--- src/rtl/pwm_ramp_adc_mc.sv ---
// pwm_ramp_adc_mc: PWM-DAC plus comparator ADC with ramp or SAR search,
// round-robin over the enabled comparator channels.
module pwm_ramp_adc_mc #(
   parameter int NBITS          = 6,
   parameter int NCH            = 4,
   parameter int SETTLE_PERIODS = 2
) (
   input  logic                                   clk_i,
   input  logic                                   rst_ni,
   input  logic                                   enable_i,
   input  logic                                   mode_i,
   input  logic [NBITS-1:0]                       step_i,
   input  logic [NCH-1:0]                         ch_mask_i,
   input  logic [NCH-1:0]                         lvds_i,
   output logic                                   pwm_o,
   output logic [NBITS-1:0]                       dc_o,
   output logic                                   busy_o,
   output logic [NBITS-1:0]                       result_o,
   output logic [(NCH > 1 ? $clog2(NCH) : 1)-1:0] result_ch_o,
   output logic                                   result_ovf_o,
   output logic                                   result_valid_o,
   input  logic                                   result_ready_i
);
   localparam int CW = NCH > 1 ? $clog2(NCH) : 1;
   localparam int PW = SETTLE_PERIODS > 1 ? $clog2(SETTLE_PERIODS) : 1;
   localparam logic [NBITS-1:0] MAXV = '1;
   localparam logic [NBITS-1:0] MSB = NBITS'(1) << (NBITS - 1);

   typedef enum logic [1:0] {IDLE, SETTLE, COMPARE, OUT} state_t;

   state_t           state_q, state_d;
   logic [NBITS-1:0] cnt_q, cnt_d, dc_d, res_d, trial_q, trial_d, step_q, step_d, sar_dc;
   logic [PW-1:0]    pcnt_q, pcnt_d;
   logic             mode_q, mode_d, ovf_d, comp;
   logic [CW-1:0]    ch_q, ch_d, rch_d, nxt_ch, idx;
   logic [NCH-1:0]   sync1_q, sync2_q;
   logic [NBITS:0]   ramp_sum;

   assign comp           = sync2_q[ch_q];
   assign ramp_sum       = {1'b0, dc_o} + {1'b0, step_q};
   assign sar_dc         = comp ? dc_o & ~trial_q : dc_o;
   assign busy_o         = state_q == SETTLE || state_q == COMPARE;
   assign result_valid_o = state_q == OUT;

   // ch_q holds the previous channel; scanning downward leaves the nearest set bit above it
   always_comb begin
      nxt_ch = ch_q;
      idx    = '0;
      for (int i = NCH; i >= 1; i--) begin
         idx = CW'((int'(ch_q) + i) % NCH);
         if (ch_mask_i[idx]) nxt_ch = idx;
      end
   end

   always_comb begin
      state_d = state_q;
      cnt_d   = cnt_q + 1'b1;
      pcnt_d  = pcnt_q;
      dc_d    = dc_o;
      trial_d = trial_q;
      step_d  = step_q;
      mode_d  = mode_q;
      ch_d    = ch_q;
      res_d   = result_o;
      ovf_d   = result_ovf_o;
      rch_d   = result_ch_o;
      case (state_q)
         IDLE: if (enable_i && |ch_mask_i) begin
            state_d = SETTLE;
            cnt_d   = '0;
            pcnt_d  = '0;
            mode_d  = mode_i;
            step_d  = step_i == '0 ? NBITS'(1) : step_i;
            ch_d    = nxt_ch;
            trial_d = MSB;
            dc_d    = mode_i ? MSB : '0;
         end
         SETTLE: if (!enable_i) begin
            state_d = IDLE;
            dc_d    = '0;
         end else if (cnt_q == MAXV) begin
            pcnt_d = pcnt_q + 1'b1;
            if (pcnt_q == PW'(SETTLE_PERIODS - 1)) begin
               state_d = COMPARE;
               pcnt_d  = '0;
            end
         end
         COMPARE: begin
            // cnt parks at 0 so every settle window starts on a period boundary
            cnt_d = '0;
            if (!enable_i) begin
               state_d = IDLE;
               dc_d    = '0;
            end else if (!mode_q) begin
               if (comp || ramp_sum > {1'b0, MAXV}) begin
                  state_d = OUT;
                  rch_d   = ch_q;
                  ovf_d   = !comp;
                  res_d   = comp ? (dc_o == '0 ? '0 : dc_o - 1'b1) : MAXV;
               end else begin
                  state_d = SETTLE;
                  dc_d    = ramp_sum[NBITS-1:0];
               end
            end else if (trial_q[0]) begin
               state_d = OUT;
               dc_d    = sar_dc;
               res_d   = sar_dc;
               ovf_d   = 1'b0;
               rch_d   = ch_q;
            end else begin
               state_d = SETTLE;
               dc_d    = sar_dc | (trial_q >> 1);
               trial_d = trial_q >> 1;
            end
         end
         OUT: if (result_ready_i) state_d = IDLE;
         default: state_d = IDLE;
      endcase
   end

   always_ff @(posedge clk_i or negedge rst_ni) begin
      if (!rst_ni) begin
         state_q      <= IDLE;
         cnt_q        <= '0;
         pcnt_q       <= '0;
         dc_o         <= '0;
         pwm_o        <= 1'b0;
         trial_q      <= '0;
         step_q       <= '0;
         mode_q       <= 1'b0;
         ch_q         <= CW'(NCH - 1);
         result_o     <= '0;
         result_ovf_o <= 1'b0;
         result_ch_o  <= '0;
         sync1_q      <= '0;
         sync2_q      <= '0;
      end else begin
         state_q      <= state_d;
         cnt_q        <= cnt_d;
         pcnt_q       <= pcnt_d;
         dc_o         <= dc_d;
         pwm_o        <= cnt_q < dc_o;
         trial_q      <= trial_d;
         step_q       <= step_d;
         mode_q       <= mode_d;
         ch_q         <= ch_d;
         result_o     <= res_d;
         result_ovf_o <= ovf_d;
         result_ch_o  <= rch_d;
         sync1_q      <= lvds_i;
         sync2_q      <= sync1_q;
      end
   end
endmodule

--- config.mk ---
export PLATFORM = sky130hd
export DESIGN_NAME = pwm_ramp_adc_mc
export DESIGN_NICKNAME = d
export VERILOG_FILES = /design/src/rtl/pwm_ramp_adc_mc.sv
export SDC_FILE = /design/constraint.sdc
export NUM_CORES = 1
export LEC_CHECK = 0
export ABC_CLOCK_PERIOD_IN_PS = 2640
export CAP_MARGIN = 25
export CORE_MARGIN = 1.5
export CORE_UTILIZATION = 55
export CTS_CLUSTER_DIAMETER = 80
export DETAILED_ROUTE_END_ITERATION = 7
export PLACE_DENSITY = 0.87
export SLEW_MARGIN = 20
export SYNTH_ARGS = -nofsm -noshare
export SYNTH_HDL_FRONTEND = slang
export SYNTH_SLANG_ARGS = --single-unit
--- constraint.sdc ---
create_clock -name clk_i -period 2.64 [get_ports clk_i]
set_input_delay 0.528 -clock clk_i [delete_from_list [all_inputs] [get_ports clk_i]]
set_output_delay 0.528 -clock clk_i [all_outputs]
set_load 0.05 [all_outputs]
# After elaboration in Yosys (flattened, before gate mapping)
# Index checks and enable logic that the tools add are counted.
dict set report classes {
  add_sub_neg 8
  magnitude_cmp 7
  eq_ne 16
  mux 57
  bitwise 3
  reduce_logical 21
}
# cell n
set op_table {}
lappend op_table {{6-bit two-way mux} 19}
lappend op_table {{2-bit two-way mux} 16}
lappend op_table {{6-bit one-hot mux with 2 select lines} 2}
lappend op_table {{4-bit AND reduction} 5}
lappend op_table {{6-bit one-hot mux with 3 select lines} 1}
lappend op_table {{2-bit by 3-bit < comparator with 1-bit output, second input constant} 5}
lappend op_table {{2-bit inequality test, second input constant} 7}
lappend op_table {{6-bit zero test} 2}
lappend op_table {{1-bit two-way mux} 12}
lappend op_table {{1-bit binary-select mux with 2-bit select} 5}
lappend op_table {{2-bit one-hot mux with 4 select lines} 1}
lappend op_table {{6-bit by 6-bit adder with 7-bit output} 1}
lappend op_table {{7-bit by 6-bit greater-than comparator with 1-bit output, second input constant} 1}
lappend op_table {{6-bit by 1-bit adder with 6-bit output, second input constant} 1}
lappend op_table {{6-bit bitwise AND} 1}
lappend op_table {{6-bit equality test, second input constant} 1}
lappend op_table {{6-bit < comparator} 1}
lappend op_table {{6-bit inverter} 1}
lappend op_table {{6-bit by 5-bit bitwise OR with 6-bit output} 1}
lappend op_table {{2-bit nonzero test} 3}
lappend op_table {{6-bit by 1-bit subtractor with 6-bit output, second input constant} 1}
lappend op_table {{5-bit AND reduction} 1}
lappend op_table {{2-bit by 1-bit adder with 2-bit output, second input constant} 2}
lappend op_table {{2-bit adder, second input constant} 2}
lappend op_table {{other kinds (17)} 20}
dict set report word_totals {
  register_bits 48
  input_bits 19
  out_inout_bits 18
  wordCells 127
}

# Depth between registers and ports, before layout
dict set report logic_depth {
  ltp_word 8
  depth_mapped 10
  mapped_depth_nobuf 7
}

# Worst setup path after synthesis
# OpenSTA, ideal clock, no wires.
dict set report synth_path {
  kind {register -> register}
  from {register dc_o[0]}
  to {register dc_o[1]}
  setup_ns 0.125
  arrival_time_ns 2.503
  required_time_ns 2.515
  path_slack_ns 0.013
  stages_incl_launch_ff 9
  n_path_buf 1
  period_less_slack_ns 2.627
  path_cell_list {dfrtp_1 -> ha_1 -> fa_1 -> a211oi_1 -> o31ai_1 -> a31oi_1 -> o2111a_1 -> buf_4 -> mux2_2}
}
dict set report synth_via {
  elab_chain_cells 5
  word_cells_on_any_way 9
  cone_classes {1 x add/sub; 1 x order compare; 1 x eq/ne; 4 x mux; 2 x reduce/logical}
}
# element line_no
set synth_lines {}
lappend synth_lines {{start: declaration} 16} ;# output logic [NBITS-1:0] dc_o,
lappend synth_lines {{start signal: assignment} 126} ;# dc_o <= '0;
lappend synth_lines {{start signal: assignment} 141} ;# dc_o <= dc_d;
lappend synth_lines {{6-bit by 6-bit adder with 7-bit output (*)} 40} ;# assign ramp_sum = {1'b0, dc_o} + {1'b0, step_q};
lappend synth_lines {{7-bit by 6-bit greater-than comparator with 1-bit output or 6-bit two-way mux (tied branches)} 95} ;# if (comp || ramp_sum > {1'b0, MAXV}) begin
lappend synth_lines {{1-bit logical OR or 6-bit two-way mux (tied branches)} {95, 94}}
lappend synth_lines {{4-bit inequality test (no line) or 6-bit two-way mux (tied branches)} --}
lappend synth_lines {{4-bit AND reduction (no line) or 6-bit one-hot mux with 3 select lines (tied branches)} --}
# Mark *: on every way between the ends. The rest lies on a longest branch, timed or not. The select of a mux whose other input is x is not followed.
# A chain may end at the register's enable or synchronous reset.

# Worst setup path after layout
dict set report layout_path {
  from {register step_q[0]}
  to {register result_o[0]}
}
dict set report layout_via {
  elab_chain_cells 5
}
# element line_no
set layout_lines {}
lappend layout_lines {{start: declaration} 32} ;# logic [NBITS-1:0] cnt_q, cnt_d, dc_d, res_d, trial_q, trial_d, step_q, step_d, sar_dc;
lappend layout_lines {{start signal: assignment} 144} ;# step_q <= step_d;
lappend layout_lines {{6-bit by 6-bit adder with 7-bit output} 40}
lappend layout_lines {{7-bit by 6-bit greater-than comparator with 1-bit output} 95}
lappend layout_lines {{1-bit logical OR} 95}
lappend layout_lines {{2-bit nonzero test (no line)} --}
lappend layout_lines {{4-bit AND reduction (no line)} --}
lappend layout_lines {{end signal: assignment} 147} ;# result_o <= res_d;
lappend layout_lines {{end: declaration} 18} ;# output logic [NBITS-1:0] result_o,
# Every way passes these cells.

==> results.yml <==
status:
  status: "completed"
route:
  post_drt_wl_per_cell_um: 15.7
  ant_nets: 0
  firstDrtPassIters: 4
  post-route-drc-count: 0
  drt-initial-drc-count: 222
  via_per_inst: 5.92
  wl_mm: 6.36
  vias: 2396
die:
  initial_core_util: 0.565
  io_pins: 37
  die_area_mm2: 0.00562
  die_w_um: 75.0
  core_area_mm2: 0.00504
  fp-row-count: 26
  die_h_um: 75.0
logic_synthesis:
  yosysUniqueCellTypes: 53
  synthCells: 295
  ys_warn_count: 0
  yosysTopAreaCell: "dfrtp_1"
  syn_nets: 333
  netlist_area_mm2: 0.00285
  synth_seq_cells: 48
  synth_ff_type: "dfrtp_1"
  yosysSeqAreaShare: 0.422
  synth-async-reset-ratio: 1.00
  avgSynthCellArea_um2: 9.66
  synth_edf_count: 0
  synthDominantCellAreaShare: 0.404
  ys_top_cells_by_area: "dfrtp_1 40%, ha_1 7.9%, nor2_1 3.7%"
sta:
  whs_ns: 0.213
  finalSetupTns_ns: 0
  rsz0062_at_grt: "no"
  fin_worst_skew_ns: 0.00585
  max_freq_mhz: 399
  setup_slack_ns: 0.134
  worstMarginPinSlew_ns: 0.628
  setup_viol_count_final: 0
  finalCriticalPeriod_ns: 2.51
  fin_crit_sh: 0.949
  slew_headroom: 0.580
  finalMaxSlewViolations: 0
  hold_viol: 0
critical_path:
  crit_arrival_ns: 2.70
  r2r-start: "step_q[0]"
  r2r_cells: 8
  critPathLaunch: "step_q[0]"
  crit_path_end_kind: "flop"
  cp_max_fo: 10
  crit_type: "flop to flop"
  cp-start-kind: "flop"
  worstSetupEndpoint: "result_o[0]"
  rr_endpoint: "result_o[0]"
  r2r_slack_ns: 0.13
  critPathRequiredTime_ns: 2.83
place:
  port_buffers: 36
  gp_congestion: 0.894
  place_area_mm2: 0.00330
  hpwl_mm: 4.74
  pre_cts_slack_ns: 0.0932
  place_inst: 397
clock_network:
  cts-root-buf: "clkbuf_8"
  numCtsBuffers: 5
  cts_tree: "yes"
  clock-sinks: 48
  clk_path_buf_depth: 2
  htreeDepth: 2
  cts_setup_buffers: 0
  clk_pin_slew_ns: 0.09
  clk_latency_ns: 0.31
layout:
  diodes: 0
  finalInstanceArea_mm2: 0.00342
  drive_gt1_frac: 0.110
  fin_cells: 405
  nets: 372
  area_growth_pct: 20.0
grt:
  grt_pass1_wl_mm: 10.6
  grt_usage: 0.250
  overflow: 0
  antenna_found_initial: 0
  grt_max_degree: 27
  grt_pass1_vias: 2289
power_and_ir_drop:
  max-vdd-ir-drop_uv: 639
  p_leak_nw: 1.48
  pwr_density_cell_mw_per_mm2: 1160
flow_run:
  maxCapViolCount: 0
min_path:
  hp-class: "primary input to async pin"
-- how the worst min path moves through the flow --
| stage | from | endpoint | slack, ns | cells past startpoint |
|---|---|---|---|---|
| after global placement | sync1_q[0] | sync2_q[0] | 0.33 | 0 |
| after detailed placement | sync1_q[0] | sync2_q[0] | 0.33 | 0 |
| after CTS | rst_ni | step_q[3] | 0.23 | 1 |
| final | rst_ni | dc_o[2] | 0.21 | 1 |
| after floorplan | rst_ni | cnt_q[0] | 0.23 | 0 |
| after global routing | rst_ni | step_q[3] | 0.26 | 1 |
-- layout make-up --
class | instances | area (um^2)
clock inverter | 3 | 46.3
clock buffer | 5 | 68.8
tap | 70 | 87.6
timing repair buffer | 48 | 448
fill | 384 | 1620
multi-input combinational | 211 | 1490
inverter | 20 | 75.1
sequential | 48 | 1200
-- placed cells by master (no fill, tap or decap), types with 2 or more instances in the layout --
cell              n
o21a_1            3
o21ai_0          20
inv_1            20
nor2b_1           3
a311oi_1          3
buf_4            12
xor2_1            5
nor3_1            6
a211oi_1          2
dfrtp_1          46
nand4_1           2
and2_1            4
xnor2_1           6
a21oi_1          14
o22ai_1           5
clkbuf_8          5
nand3_1           4
a21o_1            5
a22oi_1           4
ha_1             18
mux2_4            2
and3b_1           2
nand2b_1          4
nand2_1          18
mux2_2            8
o221ai_1          3
clkdlybuf4s50_1  34
or4_1             2
nor2_1           28
o211ai_1          3
dfstp_2           2
nor3b_1           2
a31oi_1          11
mux2i_1           5
-- Yosys cell counts, types with 2 or more instances --
| cell type | count |
|---|---|
| nor2b_1 | 3 |
| nor3_1 | 6 |
| and2_1 | 4 |
| a21oi_1 | 14 |
| and3b_1 | 2 |
| buf_6 | 3 |
| buf_1 | 2 |
| a211oi_1 | 3 |
| mux2i_1 | 5 |
| or4_1 | 2 |
| dfrtp_1 | 46 |
| o211ai_1 | 3 |
| clkbuf_1 | 10 |
| dfstp_2 | 2 |
| a22oi_1 | 4 |
| a311oi_1 | 3 |
| mux2_4 | 2 |
| nand4_1 | 2 |
| xor2_1 | 5 |
| mux2_2 | 8 |
| o21a_1 | 3 |
| o21ai_0 | 20 |
| nand3_1 | 4 |
| o221ai_1 | 3 |
| o22ai_1 | 5 |
| a21o_1 | 5 |
| xnor2_1 | 6 |
| nand2_1 | 18 |
| nor3b_1 | 2 |
| ha_1 | 18 |
| nor2_1 | 28 |
| inv_1 | 20 |
| nand2b_1 | 4 |
| a31oi_1 | 11 |
-- stage by stage --
| stage | power [mW] | utilization |
|---|---|---|
| 2_1_floorplan | 2.80 | - |
| 3_3_place_gp | 3.33 | 0.654 |
| 3_5_place_dp | 3.41 | 0.654 |
| 4_1_cts | 3.97 | 0.676 |
| 5_1_grt | 4.24 | 0.678 |
| 6_report | 3.97 | 0.678 |
-- worst max-delay path, stage by stage, from the launching register on --
cell,delay [ns]
dfrtp_1,0.41
ha_1,0.22
fa_1,0.43
a211oi_2,0.26
o31ai_1,0.15
a311o_1,0.54
buf_4,0.24
nor2_1,0.10
a31oi_1,0.05
-- flip-flops by register name, indices dropped and copies added, names as in the netlist --
signal        cells
trial_q           6
result_ovf_o      1
mode_q            1
result_ch_o       2
result_o          6
pcnt_q            1
state_q           2
pwm_o             1
sync1_q           4
cnt_q             6
dc_o              6
sync2_q           4
step_q            6
ch_q              2
-- cells by family after synthesis --
kind of cell,after synthesis,synth area share
and+or+nand+nor,78,0.130
buffers and inverters,36,0.0567
DFF,48,0.422
AOI/OAI and AO/OA,87,0.203
muxes,16,0.0676
xor gates and xnor gates,11,0.0338
adders and majority gates,19,0.0861
-- report_power, final --
part	internal (mW)	total (mW)	switching, mW
logic	0.903	2.27	1.36
registers	0.970	1.15	0.184
clock network	0.285	0.546	0.260
-- layer usage --
metal / share of wire / wire length (um) / GRT usage / vias up
met4: 0.018 / 115 / 0.0889 / 0
met1: 0.42 / 2690 / 0.325 / 1151
met3: 0.069 / 436 / 0.0415 / 13
met2: 0.49 / 3120 / 0.422 / 97
li1: - / - / - / 1135
met5: 0 / 0 / 0 / -
-- timing repair --
item | CTS | global route
resized for setup | 0 | 2
hold buffers | 0 | 0
setup endpoints to repair | 0 | 9
Power figures use the tool's default switching activity.
